## src/rtl/sd_pkg.sv

```systemverilog
// sd_pkg: shared FSM state type and default widths for the serial pattern detector
package sd_pkg;
  typedef enum logic [1:0] {IDLE, FILL, RUN} state_t;
  localparam int PAT_W_DEF = 4;
  localparam int CNT_W_DEF = 8;
endpackage

```

## src/rtl/serial_pattern_detector_shift_reg.sv

```systemverilog
// shift_reg: W-bit serial-in shift register (clk, rst_n async low, clr sync, sh_en shift, sin in at LSB, q contents)
module shift_reg #(
  parameter int W = 4
) (
  input  logic         clk,
  input  logic         rst_n,
  input  logic         clr,
  input  logic         sh_en,
  input  logic         sin,
  output logic [W-1:0] q
);
  always_ff @(posedge clk or negedge rst_n)
    if (!rst_n) q <= '0;
    else if (clr) q <= '0;
    else if (sh_en) q <= W'({q, sin});
endmodule

```

## src/rtl/serial_pattern_detector.sv

```systemverilog
// serial_pattern_detector: detects pattern (MSB oldest) in din stream; ports clk, rst_n, din, en, pattern, clr_cnt -> match, match_count, sat, busy
module serial_pattern_detector
  import sd_pkg::*;
#(
  parameter int PAT_W = PAT_W_DEF,
  parameter int CNT_W = CNT_W_DEF
) (
  input  logic             clk,
  input  logic             rst_n,
  input  logic             din,
  input  logic             en,
  input  logic [PAT_W-1:0] pattern,
  input  logic             clr_cnt,
  output logic             match,
  output logic [CNT_W-1:0] match_count,
  output logic             sat,
  output logic             busy
);
  localparam int FW = $clog2(PAT_W + 1);
  state_t           state, state_nx;
  logic [PAT_W-1:0] shreg, sh_nx, pat_q, pat_nx;
  logic [FW-1:0]    fill, fill_nx;
  logic             hit;
  shift_reg #(.W(PAT_W)) u_shreg (
    .clk   (clk),
    .rst_n (rst_n),
    .clr   (~en),
    .sh_en (en),
    .sin   (din),
    .q     (shreg)
  );
  // Compare against the post-shift value; on the IDLE exit edge the pattern being latched is the reference.
  always_comb begin
    sh_nx    = PAT_W'({shreg, din});
    pat_nx   = (state == IDLE) ? pattern : pat_q;
    fill_nx  = (fill == FW'(PAT_W)) ? fill : fill + 1'b1;
    state_nx = !en ? IDLE : (fill_nx == FW'(PAT_W)) ? RUN : FILL;
    hit      = en && (fill_nx == FW'(PAT_W)) && (sh_nx == pat_nx);
  end
  always_ff @(posedge clk or negedge rst_n)
    if (!rst_n) state <= IDLE;
    else state <= state_nx;
  always_ff @(posedge clk or negedge rst_n)
    if (!rst_n) begin
      fill        <= '0;
      pat_q       <= '0;
      match       <= 1'b0;
      match_count <= '0;
    end else begin
      fill        <= en ? fill_nx : '0;
      if (state == IDLE && en) pat_q <= pattern;
      match       <= hit;
      match_count <= clr_cnt ? '0 : (hit && !sat) ? match_count + 1'b1 : match_count;
    end
  assign sat  = &match_count;
  assign busy = state != IDLE;
endmodule
```

## config.mk

```make
export PLATFORM = sky130hd
export DESIGN_NAME = serial_pattern_detector
export DESIGN_NICKNAME = d
export VERILOG_FILES = /design/src/rtl/sd_pkg.sv /design/src/rtl/serial_pattern_detector_shift_reg.sv /design/src/rtl/serial_pattern_detector.sv
export SDC_FILE = /design/constraint.sdc
export NUM_CORES = 1
export LEC_CHECK = 0
export CAP_MARGIN = 20
export CORE_AREA = 8 8 57 55
export CTS_CLUSTER_DIAMETER = 30
export DETAILED_ROUTE_END_ITERATION = 8
export DIE_AREA = 0 0 65 63
export PLACE_DENSITY = 0.92
export SLEW_MARGIN = 30
export SYNTH_ARGS = -nofsm -noshare
export SYNTH_HDL_FRONTEND = slang
export SYNTH_SLANG_ARGS = --single-unit
export TNS_END_PERCENT = 20
```

## constraint.sdc

```tcl
create_clock -name clk -period 4.75 [get_ports clk]
set_input_delay 0.95 -clock clk [delete_from_list [all_inputs] [get_ports clk]]
set_output_delay 0.95 -clock clk [all_outputs]
set_load 0.02 [all_outputs]
```

==> flow_summary_export.csv <==
group,metric,value,unit
layout,design_area,1360,um^2
die,ios,20,
layout,multiInputGateArea,531,um^2
worst_setup_path,reg2reg_depth,8,
timing,fin_worst_skew,0.00107,ns
detailed_routing,post_drt_via_cell_ratio,5.87,
cts,h-tree-depth,1,
timing,relSlewSlack,70.0,%
timing,setup_viol,0,
synth,synth-seq-cells,21,
power_and_ir_drop,p_clk_share,25.4,%
synth,synthMostInstantiatedCell,"dfrtp_1",
power_and_ir_drop,swShare,27.0,%
detailed_routing,num_vias,957,
worst_setup_path,required,3.80,ns
worst_setup_path,cp.arrival,2.18,ns
worst_setup_path,r2r-end,"match_count[6]",
synth,synth_area_leader_cell,"dfrtp_1",
die,core_area,2230,um^2
die,die_w,65,um
synth,synth_nets,126,
worst_setup_path,critPathLaunch,"match_count[0]",
synth,yosys_warnings,0,
layout,n_fill_cell,202,
power_and_ir_drop,pwr-share-seq,58.0,%
detailed_routing,first_pass_iters,4,
timing,tns,0,ns
place,io_buffers,19,
worst_setup_path,crit_type,"reg2out",
layout,nets,148,
die,start_util,50.6,%
synth,async_flop_share,100,%
synth,ys_top_cells_by_count,"dfrtp_1, inv_1, a21oi_1, nand2_1, nand3_1",
power_and_ir_drop,total_leakage_power,0.587,nW
die,die_y,63,um
detailed_routing,drt_iter0_drc,31,
detailed_routing,wl_per_cell,15.3,um
detailed_routing,drc,0,
timing,fin_crit_sh,65.9,%
die,rows,17,
timing,final-hold-violation-count,0,
cts,clkLatencyLatePin,0.31,ns
detailed_routing,finalWirelength,2490,um
worst_setup_path,start_kind,"register",
cts,clk_pin_slew,0.12,ns
power_and_ir_drop,p_int,0.249,mW
cts,cts_resized,0,
detailed_routing,drtAntennaViolNets,0,
outcome,outcome,"finished clean",
synth,ys_seq_area_share,46.5,%
worst_setup_path,crit_path_end_kind,"output port",
timing,worstMarginPinSlew,0.449,ns
synth,synth_top_area_share,46.5,%
cts,hold_buffers,0,
synth,synth_ff_type,"dfrtp_1",
cts,cts.sinks,21,
power_and_ir_drop,power_per_cell_area,251,nW/um^2
timing,finalWorstSetupSlack,1.62,ns
worst_setup_path,reg2reg_from,"fill[0]",
layout,drive_gt1_share,14.1,%
global_route,overflow,0,
timing,period_needed,3.13,ns
synth,netlist_top_cells_area,"dfrtp_1, mux2_2, inv_1",
synth,ys_types,38,
layout,regArea,526,um^2
global_route,antenna_found_initial,0,
run,maxCapViolCount,0,
place,place_ws,1.76,ns
cts,cts_root_buf,"clkbuf_4",
global_route,grt_max_degree,22,
worst_setup_path,reg2reg_slack,2.30,ns
power_and_ir_drop,power_frac_comb,16.6,%
global_route,grt_pass1_vias,954,
place,dpl_cell_area,1340,um^2
place,gp_congestion,0.864,
cts,cts_setup_buffers,0,
timing,fmax,0.319,GHz
place,hpwl,1800,um
cts,cts_buffer_depth,2,
die,die-area,4100,um^2
synth,netlist_area,1130,um^2
synth,synthCells,114,
worst_hold_path,hold_class,"reg2reg",
cts,cts_buffers,3,
cts,cts_tree,"yes",
synth,postSynthAreaPerCell,9.92,um^2
power_and_ir_drop,power_switching,0.0923,mW
timing,drv_slew,0,
layout,area_growth,20.2,%
global_route,gr-usage-all-layers,12.7,%
power_and_ir_drop,peakVddDrop,0.140,mV
timing,rsz0062_at_grt,"no",
worst_setup_path,endpoint,"sat",
synth,synth_edf_count,0,
layout,diodes,0,
worst_setup_path,crit_path_max_fanout,6,
global_route,grt_pass1_wl,4220,um
==> flip-flops by register name (all words and copies together) (netlist names) <==
register	count
match_count	8
fill	3
state	2
u_shreg.q	3
match	1
pat_q	4
==> power by group through the flow <==
stage / clock network (mW) / logic [mW] / registers [mW]
finish: 0.0868 / 0.0565 / 0.198
floorplan: 0 / 0.0369 / 0.199
CTS: 0.0889 / 0.0573 / 0.198
detailed placement: 0 / 0.0564 / 0.202
global placement: 0 / 0.0530 / 0.200
global route: 0.0983 / 0.0630 / 0.199
==> layout by cell type, fill, tap and decap left out, drive strengths merged, types with 3 or more instances in the layout <==
| cell | instances |
|---|---|
| clkbuf | 3 |
| a21oi | 6 |
| o21ai | 3 |
| ha | 3 |
| dfrtp | 21 |
| a31o | 4 |
| nor3 | 4 |
| clkdlybuf4s50 | 18 |
| and3 | 3 |
| nor2 | 3 |
| and2 | 5 |
| nand3 | 7 |
| mux2 | 6 |
| nand4 | 3 |
| inv | 14 |
| nand2 | 6 |
==> critical path, stage by stage (launching register included) <==
cell and delay [ns]:
dfrtp_1 0.44, ha_1 0.22, nand3_1 0.14, nor3_2 0.38
clkdlybuf4s50_1 0.69
==> kinds of logic after synthesis <==
| kind of cell | Yosys count | synth area share (%) |
|---|---|---|
| AND/OR/NAND/NOR | 43 | 22.9 |
| multiplexers | 7 | 6.86 |
| buffers and inverters | 17 | 6.64 |
| AO/OA/AOI/OAI | 21 | 12.3 |
| XOR/XNOR | 2 | 1.55 |
| adder cells (fa/ha/maj) | 3 | 3.32 |
| flip-flops | 21 | 46.5 |
==> worst min path at each step <==
| stage | depth (start not counted) | end | slack (ns) | startpoint |
|---|---|---|---|---|
| after floorplan | 1 | u_shreg.q[1] | 0.46 | u_shreg.q[0] |
| after global placement | 1 | u_shreg.q[1] | 0.47 | u_shreg.q[0] |
| after detailed placement | 1 | u_shreg.q[1] | 0.48 | u_shreg.q[0] |
| after CTS | 1 | u_shreg.q[1] | 0.51 | u_shreg.q[0] |
| after global routing | 1 | u_shreg.q[1] | 0.53 | u_shreg.q[0] |
| final | 1 | u_shreg.q[1] | 0.52 | u_shreg.q[0] |
==> layer usage <==
metal / vias up / wire [um] / global-route usage, %
met5: - / 0 / 0
met4: 0 / 55 / 7.36
met1: 479 / 1070 / 14.7
li1: 450 / - / -
met2: 23 / 1270 / 21.5
met3: 5 / 83 / 1.61
==> stage by stage <==
| stage | power [mW] | cells | utilization (%) | hold WS (ns) |
|---|---|---|---|---|
| 6_report | 0.341 | 163 | 60.9 | 0.516 |
| 3_3_place_gp | 0.253 | 159 | 59.9 | 0.473 |
| 4_1_cts | 0.344 | 163 | 61.1 | 0.510 |
| 3_5_place_dp | 0.258 | 159 | 59.9 | 0.480 |
| 5_1_grt | 0.361 | 163 | 60.9 | 0.534 |
| 2_1_floorplan | 0.236 | 114 | - | 0.458 |
==> final cells by class <==
class / count / area share, %
Timing Repair Buffer: 19 / 13.6
Sequential cell: 21 / 38.6
Clock inverter: 1 / 0.368
Inverter: 15 / 4.14
Multi-Input combinational cell: 76 / 39.0
Tap cell: 28 / 2.58
Clock buffer: 3 / 1.66
Power figures use the tool's default switching activity.
